--- config.mk ---
export PLATFORM = sky130hd
export DESIGN_NAME = mod_segment_switch_flat
export DESIGN_NICKNAME = d
export VERILOG_FILES = /design/src/rtl/mod_segment_switch_pkg.sv /design/src/rtl/mod_segment_switch_if.sv /design/src/rtl/mod_segment_switch_idx_wrap_detect.sv /design/src/rtl/mod_segment_switch.sv /design/src/flat_wrapper.sv
export SDC_FILE = /design/constraint.sdc
export NUM_CORES = 1
export LEC_CHECK = 0
export CAP_MARGIN = 20
export CORE_ASPECT_RATIO = 0.75
export CORE_MARGIN = 3
export CORE_UTILIZATION = 54
export DETAILED_ROUTE_END_ITERATION = 8
export HOLD_SLACK_MARGIN = 0.15
export PLACE_DENSITY = 0.76
export SLEW_MARGIN = 20
export SYNTH_ARGS = -nofsm -noshare
export SYNTH_HDL_FRONTEND = slang
export SYNTH_SLANG_ARGS = --single-unit
--- constraint.sdc ---
create_clock -name CLK -period 3.5 [get_ports CLK]
set_clock_uncertainty 0.05 [all_clocks]
set_input_delay 0.7 -clock CLK [delete_from_list [all_inputs] [get_ports CLK]]
set_output_delay 0.7 -clock CLK [all_outputs]
set_load 0.05 [all_outputs]
--- src/rtl/mod_segment_switch_pkg.sv ---
// Shared types and constants for the modulation segment switch: the infinite-repeat
// marker, the settings record produced by the settings controller, and a helper.
package params;
  localparam logic [31:0] REP_INFINITE = 32'hFFFF_FFFF;
endpackage

package settings;
  typedef struct packed {
    logic        REQ_RD_SEGMENT;
    logic [14:0] CYCLE_0;
    logic [14:0] CYCLE_1;
    logic [31:0] REP;
  } mod_settings_t;
endpackage

package mod_segment_switch_pkg;
  localparam logic [31:0] REP_INFINITE = params::REP_INFINITE;

  typedef settings::mod_settings_t mod_settings_t;

  function automatic logic is_infinite(input logic [31:0] rep);
    return rep == REP_INFINITE;
  endfunction
endpackage

--- src/rtl/mod_segment_switch_if.sv ---
// Settings strobe, raw segment indices and switch outputs bundled as one bus.
// LOOP_CNT exists only when MOD_SEGMENT_SWITCH_STATUS_EN is defined.
interface mod_segment_switch_if #(
  parameter int IDX_W = 15
);
  import mod_segment_switch_pkg::*;

  logic                 UPDATE_SETTINGS;
  mod_settings_t        MOD_SETTINGS;
  logic [IDX_W-1:0]     IDX_0;
  logic [IDX_W-1:0]     IDX_1;
  logic                 SEGMENT;
  logic [IDX_W-1:0]     IDX;
  logic                 STOP;
`ifdef MOD_SEGMENT_SWITCH_STATUS_EN
  logic [31:0]          LOOP_CNT;
`endif

  modport master (
    output UPDATE_SETTINGS, MOD_SETTINGS, IDX_0, IDX_1,
    input  SEGMENT, IDX, STOP
`ifdef MOD_SEGMENT_SWITCH_STATUS_EN
    , input LOOP_CNT
`endif
  );

  modport slave (
    input  UPDATE_SETTINGS, MOD_SETTINGS, IDX_0, IDX_1,
    output SEGMENT, IDX, STOP
`ifdef MOD_SEGMENT_SWITCH_STATUS_EN
    , output LOOP_CNT
`endif
  );
endinterface

--- src/rtl/mod_segment_switch_idx_wrap_detect.sv ---
// Flags the cycle in which a free-running index falls below its previous value.
module idx_wrap_detect #(
  parameter int IDX_W = 15
) (
  input  logic             CLK,
  input  logic             RST,
  input  logic [IDX_W-1:0] idx,
  output logic             wrap
);
  logic [IDX_W-1:0] prev_reg;

  always_ff @(posedge CLK) begin
    if (RST) prev_reg <= '0;
    else     prev_reg <= idx;
  end

  assign wrap = (idx < prev_reg);
endmodule

--- src/rtl/mod_segment_switch.sv ---
// Chooses the modulation segment feeding the memory read and stops finite sequences.
// Define MOD_SEGMENT_SWITCH_STATUS_EN to expose the loop counter as LOOP_CNT.
module mod_segment_switch
  import mod_segment_switch_pkg::*;
#(
  parameter int IDX_W = 15
) (
  input  logic                CLK,
  input  logic                RST,
  mod_segment_switch_if.slave bus
);
  localparam logic [1:0] ST_INFINITE   = 2'd0;
  localparam logic [1:0] ST_WAIT_START = 2'd1;
  localparam logic [1:0] ST_FINITE     = 2'd2;
  localparam logic [1:0] ST_STOPPED    = 2'd3;

  logic [1:0]       state_reg, state_next;
  logic             segment_reg, segment_next;
  logic             stop_reg, stop_next;
  logic [IDX_W-1:0] idx_reg, idx_next;
  logic [31:0]      loop_cnt_reg, loop_cnt_next;
  logic             switch_pend_reg, switch_pend_next;
  logic             req_seg_reg;
  logic [31:0]      req_rep_reg;
  logic [IDX_W-1:0] cycle_q_reg [2];
  logic [IDX_W-1:0] raw_idx [2];
  logic [1:0]       wrap;

  assign raw_idx[0] = bus.IDX_0;
  assign raw_idx[1] = bus.IDX_1;

  generate
    for (genvar gi = 0; gi < 2; gi++) begin : g_wrap
      idx_wrap_detect #(.IDX_W(IDX_W)) u_wrap (
        .CLK  (CLK),
        .RST  (RST),
        .idx  (raw_idx[gi]),
        .wrap (wrap[gi])
      );
    end
  endgenerate

  always_comb begin
    state_next       = state_reg;
    segment_next     = segment_reg;
    stop_next        = stop_reg;
    loop_cnt_next    = loop_cnt_reg;
    switch_pend_next = 1'b0;

    // A new request always takes priority over a wrap seen in the same cycle.
    if (bus.UPDATE_SETTINGS) begin
      if (is_infinite(bus.MOD_SETTINGS.REP)) begin
        state_next       = ST_INFINITE;
        stop_next        = 1'b0;
        switch_pend_next = 1'b1;
      end else begin
        state_next = ST_WAIT_START;
      end
    end else begin
      if (switch_pend_reg) segment_next = req_seg_reg;
      case (state_reg)
        ST_WAIT_START: begin
          if (wrap[segment_reg]) begin
            segment_next  = req_seg_reg;
            loop_cnt_next = 32'd0;
            stop_next     = 1'b0;
            state_next    = ST_FINITE;
          end
        end
        ST_FINITE: begin
          if (wrap[segment_reg]) begin
            if (loop_cnt_reg == req_rep_reg) begin
              state_next = ST_STOPPED;
              stop_next  = 1'b1;
            end else begin
              loop_cnt_next = loop_cnt_reg + 32'd1;
            end
          end
        end
        default: ;
      endcase
    end

    // Parking on the last sample keeps the intensity path on a stable value.
    if (state_next == ST_STOPPED) idx_next = cycle_q_reg[segment_reg];
    else                          idx_next = raw_idx[segment_reg];
  end

  always_ff @(posedge CLK) begin
    if (RST) begin
      state_reg       <= ST_INFINITE;
      segment_reg     <= 1'b0;
      stop_reg        <= 1'b0;
      idx_reg         <= '0;
      loop_cnt_reg    <= 32'd0;
      switch_pend_reg <= 1'b0;
      req_seg_reg     <= 1'b0;
      req_rep_reg     <= 32'd0;
      cycle_q_reg[0]  <= '0;
      cycle_q_reg[1]  <= '0;
    end else begin
      state_reg       <= state_next;
      segment_reg     <= segment_next;
      stop_reg        <= stop_next;
      idx_reg         <= idx_next;
      loop_cnt_reg    <= loop_cnt_next;
      switch_pend_reg <= switch_pend_next;
      if (bus.UPDATE_SETTINGS) begin
        req_seg_reg    <= bus.MOD_SETTINGS.REQ_RD_SEGMENT;
        req_rep_reg    <= bus.MOD_SETTINGS.REP;
        cycle_q_reg[0] <= IDX_W'(bus.MOD_SETTINGS.CYCLE_0);
        cycle_q_reg[1] <= IDX_W'(bus.MOD_SETTINGS.CYCLE_1);
      end
    end
  end

  assign bus.SEGMENT = segment_reg;
  assign bus.IDX     = idx_reg;
  assign bus.STOP    = stop_reg;
`ifdef MOD_SEGMENT_SWITCH_STATUS_EN
  assign bus.LOOP_CNT = loop_cnt_reg;
`endif
endmodule

--- src/flat_wrapper.sv ---
// flat-port wrapper written by rule: the top's interface ports become plain ports
module mod_segment_switch_flat import mod_segment_switch_pkg::*;
#(
  parameter int IDX_W = 15
)
  (CLK, RST, bus_UPDATE_SETTINGS, bus_MOD_SETTINGS, bus_IDX_0, bus_IDX_1, bus_SEGMENT, bus_IDX, bus_STOP);
  mod_segment_switch_if #(.IDX_W(IDX_W)) bus_i ();
  input  logic CLK;
  input  logic RST;
  input wire logic [$bits(bus_i.UPDATE_SETTINGS)-1:0] bus_UPDATE_SETTINGS;
  input wire logic [$bits(bus_i.MOD_SETTINGS)-1:0] bus_MOD_SETTINGS;
  input wire logic [$bits(bus_i.IDX_0)-1:0] bus_IDX_0;
  input wire logic [$bits(bus_i.IDX_1)-1:0] bus_IDX_1;
  output wire logic [$bits(bus_i.SEGMENT)-1:0] bus_SEGMENT;
  output wire logic [$bits(bus_i.IDX)-1:0] bus_IDX;
  output wire logic [$bits(bus_i.STOP)-1:0] bus_STOP;
  assign bus_i.UPDATE_SETTINGS = bus_UPDATE_SETTINGS;
  assign bus_i.MOD_SETTINGS = bus_MOD_SETTINGS;
  assign bus_i.IDX_0 = bus_IDX_0;
  assign bus_i.IDX_1 = bus_IDX_1;
  assign bus_SEGMENT = bus_i.SEGMENT;
  assign bus_IDX = bus_i.IDX;
  assign bus_STOP = bus_i.STOP;
  mod_segment_switch #(.IDX_W(IDX_W)) u_core (.CLK(CLK), .RST(RST), .bus(bus_i));
endmodule
=== After elaboration in Yosys (flattened, before gate mapping) ===
Memory sizes are Yosys's and may differ from the RTL's. A register that Yosys moved wholly into a read port is not among the register bits.
Cells that the tools add are included.

* Add/sub/neg operators: 1
* Magnitude comparators: 4
* Equality and inequality tests: 12
* Multiplexer cells: 35
* Bitwise logic cells: 4
* Reductions and logical operators: 5

{| class="wikitable"
|+ Operators with widths
! kind !! number
|-
| 2-to-1 mux 32 bit || 3
|-
| 2-to-1 mux 15 bit || 6
|-
| one-hot mux 32 bit (2 select lines) || 1
|-
| adder 32 x 1 -> 32 bit, second input constant || 1
|-
| == test 32 bit || 1
|-
| == test 32 bit, second input constant || 1
|-
| less-than comparator 15 bit || 2
|-
| 2-to-1 mux 1 bit || 19
|-
| AND reduction 5 bit || 2
|-
| != test 3 x 2 -> 1 bit, second input constant || 3
|-
| 2-to-1 mux 2 bit || 4
|-
| != test 2 x 1 -> 1 bit, second input constant || 3
|-
| == test 2 bit, second input constant || 2
|-
| one-hot mux 2 bit (2 select lines) || 1
|-
| nonzero test 3 bit || 1
|-
| == test 2 x 1 -> 1 bit, second input constant || 1
|-
| >= comparator 2 bit, second input constant || 1
|-
| less-than comparator 1 x 2 -> 1 bit, second input constant || 1
|-
| != test 2 bit, second input constant || 1
|-
| inverter 1 -> 2 bit || 1
|-
| OR 1 bit || 2
|-
| one-hot mux 1 bit (2 select lines) || 1
|-
| nonzero test 2 bit || 1
|-
| OR reduction 2 bit || 1
|-
| inverter 1 bit || 1
|}

* Register bits: 115
* Memory bits (writable): 30
* Bits of input ports: 96
* Logic and storage cells: 72
* Memories kept: 1

{| class="wikitable"
|+ Memory list
! memory !! depth !! bits a word !! read ports !! clocked after memory_dff !! wr ports !! line !! source
|-
| u_core.cycle_q_reg || 2 || 15 || 1 || 1 || 2 || mod_segment_switch.sv:25 || <nowiki>logic [IDX_W-1:0] cycle_q_reg [2];</nowiki>
|}

=== Longest topological paths before layout ===
* Word-level depth: 8
* Mapped depth: 11

=== Modules after synthesis ===
Synthesis repeated with hierarchy kept, for this count alone.

* Cell total of the unflattened synthesis: 721
* Area total of the unflattened synthesis: 7287.0 um2

{| class="wikitable"
|+ By module, submodules not included
! module !! instances !! cells an instance !! area each (um2)
|-
| mod_segment_switch || 1 || 561 || 5708.0
|-
| idx_wrap_detect || 2 || 80 || 789.5
|}

=== Worst setup path before layout ===
OpenSTA, ideal clock, no wires.

* Path kind: input port to flip-flop
* Start: in bus_IDX_1[10]
* End: reg u_core.idx_reg[11] (netlist: u_core.bus.IDX[11])
* Setup time: 140 ps
* Arrival: 2800 ps
* Path slack: 509 ps
* Stages: 10
* Cell sequence: ha_1 nand2_1 o21ai_1 a2111oi_4 o41ai_4 and2_1 o211a_4 buf_6 a2111oi_2 nor3b_2

* Word-level cells in the longest chain between the ends: 8
* Elaborated cells between the ends (all ways): 9
* Classes of those cells: 1 x order compare; 1 x eq/ne; 7 x mux

{| class="wikitable"
|+ RTL lines
! element !! line !! source
|-
| from (decl) || flat_wrapper.sv:13 || <nowiki>input wire logic [$bits(bus_i.IDX_1)-1:0] bus_IDX_1;</nowiki>
|-
| less-than comparator 15 bit * || mod_segment_switch_idx_wrap_detect.sv:17 || <nowiki>assign wrap = (idx < prev_reg);</nowiki>
|-
| 2-to-1 mux 1 bit (implied by the code) * (2 in series) || mod_segment_switch.sv:63, mod_segment_switch.sv:71 ||
|-
| 2-to-1 mux 2 bit, on equally long branches || mod_segment_switch.sv:71, mod_segment_switch.sv:63 ||
|-
| one-hot mux 2 bit (2 select lines) * || mod_segment_switch.sv:61 || <nowiki>case (state_reg)</nowiki>
|-
| 2-to-1 mux 2 bit * || mod_segment_switch.sv:51 || <nowiki>if (bus.UPDATE_SETTINGS) begin</nowiki>
|-
| == test 2 bit * || mod_segment_switch.sv:85 || <nowiki>if (state_next == ST_STOPPED) idx_next = cycle_q_reg[segment_reg];</nowiki>
|-
| 2-to-1 mux 15 bit * || mod_segment_switch.sv:85 ||
|-
| to (signal assigned) || mod_segment_switch.sv:105 || <nowiki>idx_reg <= idx_next;</nowiki>
|-
| to (decl) || mod_segment_switch.sv:20 || <nowiki>logic [IDX_W-1:0] idx_reg, idx_next;</nowiki>
|}

Mark *: on every way between the ends. The rest lies on a longest branch, timed or not. The select of a mux whose other input is x is not followed.
A chain may end at the register's enable or synchronous reset.

=== Worst setup path after layout ===
* Start: in bus_IDX_0[1]
* End: reg u_core.idx_reg[11] (netlist: u_core.bus.IDX[11])

* Word-level cells in the longest chain between the ends: 8
* Elaborated cells between the ends (all ways): 9
* Classes of those cells: 1 x order compare; 1 x eq/ne; 7 x mux

{| class="wikitable"
|+ RTL lines
! element !! line !! source
|-
| from (decl) || flat_wrapper.sv:12 || <nowiki>input wire logic [$bits(bus_i.IDX_0)-1:0] bus_IDX_0;</nowiki>
|-
| less-than comparator 15 bit * || mod_segment_switch_idx_wrap_detect.sv:17 ||
|-
| 2-to-1 mux 1 bit (implied by the code) * (2 in series) || mod_segment_switch.sv:63, mod_segment_switch.sv:71 ||
|-
| 2-to-1 mux 2 bit, on equally long branches || mod_segment_switch.sv:71, mod_segment_switch.sv:63 ||
|-
| one-hot mux 2 bit (2 select lines) * || mod_segment_switch.sv:61 ||
|-
| 2-to-1 mux 2 bit * || mod_segment_switch.sv:51 ||
|-
| == test 2 bit * || mod_segment_switch.sv:85 ||
|-
| 2-to-1 mux 15 bit * || mod_segment_switch.sv:85 ||
|}

Marked as above.

==> summary.md <==
| Metric | Value |
|---|---|
| Row count | `35` |
| Clock Sinks | `146` |
| Post-route cell area | `9160 um^2` |
| Fmax | `0.308 GHz` |
| P&R area growth vs syn | `27.2%` |
| Clock buffer depth | `2` |
| CTS tree | `built` |
| RSZ-0062 raised after global routing | `false` |
| Synthesis-stage register bit count | `146` |
| Internal Pwr Total | `3.13 mW` |
| Dpl hpwl | `12.6 mm` |
| Clk slew on worst S/H paths | `60 ps` |
| Cts repair resizes | `0` |
| Biggest area consumer among synthesized cells | `dfxtp_1` |
| Worst Tran Pin Value | `704 ps` |
| Sequential share of the synthesized area | `44.8%` |
| Sw Ratio | `25.7%` |
| Vias in the first global route | `5548` |
| Tot Pwr | `4.20 mW` |
| Die span in x | `139 um` |
| Antenna Nets Post-Route | `0` |
| Post-synth ARST share | `0%` |
| CTS Buf Count | `17` |
| Leak pwr | `3.52 nW` |
| Initial core utilization | `56.9%` |
| Avg Cell Area, Syn | `10.2 um^2` |
| Pins Over Slew Limit | `0` |
| H-Tree Depth | `4` |
| CP required | `3750 ps` |
| Post-synth top area share | `32.3%` |
| # hold bufs at CTS | `0` |
| Synth Instances | `706` |
| Global-route wire length before repair | `28.5 mm` |
| Top Ports | `113` |
| Synth Flop Type | `dfxtp_1` |
| Dpl cell area | `8570 um^2` |
| Register share of total power | `43.9%` |
| Net Count, Synth | `834` |
| Status | `finished, final reports clean` |
| First-pass DRT Iterations | `5` |
| EDFF count, synth | `30` |
| Setup crit end kind | `register` |
| Worst VDD drop | `0.385 mV` |
| Fill count | `876` |
| Dpl cells | `975` |
| Final Instance Count excl. Fillers | `1007` |
| Synth warn | `0` |
| Final WL | `17.6 mm` |
| Period utilization | `92.8%` |
| Starting DRT DRC Count | `430` |
| Crit path DAT | `3490 ps` |
| Worst skew pair latency | `430 ps` |
| Slew HR | `53.0%` |
| Final worst path period need | `3250 ps` |
| Die Y | `106 um` |
| Vias after detailed routing | `5405` |
| CTS root buf | `clkbuf_16` |
| P_sw | `1.08 mW` |
| Power per cell area | `459 nW/um^2` |
| Vias per cell | `5.37` |
| Unique masters post-synth | `47` |
| Final Hold Viols | `0` |
| CP Class | `in -> reg` |
| Final GP Congestion | `0.883` |
| Diode count | `0` |
| Grt total ovfl | `0` |
| Core outline area | `12700 um^2` |
| Largest net degree at the start of global routing | `34` |
| CP Max Fanout | `31` |
| Initial antenna violation count | `0` |
| Drt wl/cell | `17.4 um` |
| Main area contributors after synthesis | `dfxtp_1 (32%), edfxtp_1 (13%), mux2i_1 (6.7%), ha_1 (5.6%), nor2b_1 (4.1%)` |
| Hold Crit Class | `reg -> reg` |
| CP Launch Type | `input port` |
| Setup Viol. Count Final | `0` |
| Die ar. | `14800 um^2` |
| Combinational Power Share | `13.4%` |
| Clock network fraction of total power | `42.8%` |
| Global-route total usage across every layer | `24.3%` |
| # nets final | `956` |
| MaxCap Viol Count | `0` |
| Port Buf Inserts | `112` |
| Syn Std Cell Area | `7200 um^2` |
| Residual DRC count | `0` |
| Post-CTS Setup Inserts | `0` |
| Share of cells above drive strength 1 | `10.9%` |
[power groups by stage]
stage               combinational [mW]  sequential, mW  clock (mW)
finish                           0.562            1.85        1.80
global route                     0.610            1.85        1.89
CTS                              0.562            1.85        1.82
detailed placement               0.557            1.88           0
global placement                 0.540            1.88           0
floorplan                        0.281            1.91           0
[per-layer routing]
metal	track usage, %	up-vias	routed length [um]
li1	-	2674	-
met1	34.6	2558	8660
met2	37.0	152	7680
met3	6.25	21	973
met4	6.08	0	251
met5	0	-	0
[through the flow]
stage	hold slack (ps)	utilization [%]	setup WS (ps)	setup TNS (ps)
3_3_place_gp	443	67.7	-51.9	-184
3_5_place_dp	457	67.7	-110	-1060
6_report	467	72.3	253	0
4_1_cts	472	72.3	299	0
5_1_grt	491	72.3	98.9	0
2_1_floorplan	411	-	509	0
[critical path, stage by stage]
cell	delay [ps]
clkdlybuf4s50_1	500
ha_1	340
nand2_1	50
o21ai_1	180
a21oi_1	150
o41ai_4	450
and2_1	230
o211a_4	510
o21ai_0	180
nor3b_2	190
[final timing paths]
check             depth (start not counted)               endpoint  slack, ps                     from
hold reg to reg                           2  u_core.req_rep_reg[5]        470    u_core.req_rep_reg[5]
setup / recovery                         10     u_core.bus.IDX[11]        250             bus_IDX_0[1]
setup reg to reg                          8     u_core.bus.IDX[12]        600  u_core.loop_cnt_reg[27]
hold / removal                            2  u_core.req_rep_reg[5]        470    u_core.req_rep_reg[5]
[placed cells by master, fill, tap and decap left out, types with 3 or more instances in the layout]
cell type          n
dfxtp_1          116
clkdlybuf4s50_1  110
nor2_1            75
mux2i_1           48
nor2b_1           47
inv_1             39
and2_1            35
xor2_1            33
ha_1              32
edfxtp_1          30
nand2_1           29
xnor2_1           29
nand4_1           25
o21ai_0           23
buf_4             22
a21oi_1           20
nand3_1           19
clkbuf_16         17
nor3b_2            9
a2111oi_4          8
a2111oi_2          7
and3_1             6
nor3b_1            6
o21ai_1            4
nor3_1             4
and4_1             4
inv_6              4
nor4_1             3
buf_12             3
[synthesized netlist by cell type (8+ instances only)]
| library cell | instances |
|---|---|
| inv_1 | 39 |
| and2_1 | 35 |
| a2111oi_4 | 8 |
| nand4_1 | 25 |
| nor2_1 | 75 |
| dfxtp_1 | 116 |
| mux2i_1 | 48 |
| nand2_1 | 29 |
| nor2b_1 | 47 |
| ha_1 | 32 |
| edfxtp_1 | 30 |
| a21oi_1 | 20 |
| xor2_1 | 33 |
| nand3_1 | 19 |
| xnor2_1 | 29 |
| clkbuf_1 | 24 |
| nor3b_2 | 9 |
| o21ai_0 | 23 |
[cell type report]
cell class              count  area [um^2]  area share [%]
multi-input cells         487         3660            40.0
flip-flops and latches    146         3220            35.2
repair buffers            137         1340            14.6
clock buffers              17          425            4.65
well taps                 166          208            2.27
clock inverters            15          156            1.71
inverters                  39          146            1.60
[logic make-up after synthesis]
logic type / after synthesis / synth area share (%)
AO/OA/AOI/OAI: 77 / 10.6
XOR/XNOR: 62 / 7.54
adder cells (fa/ha/maj): 32 / 5.56
buffers and inverters: 73 / 4.38
flip-flops: 146 / 44.8
multiplexers: 48 / 6.67
AND/OR/NAND/NOR: 268 / 20.5
(Power assumes the default switching activity.)
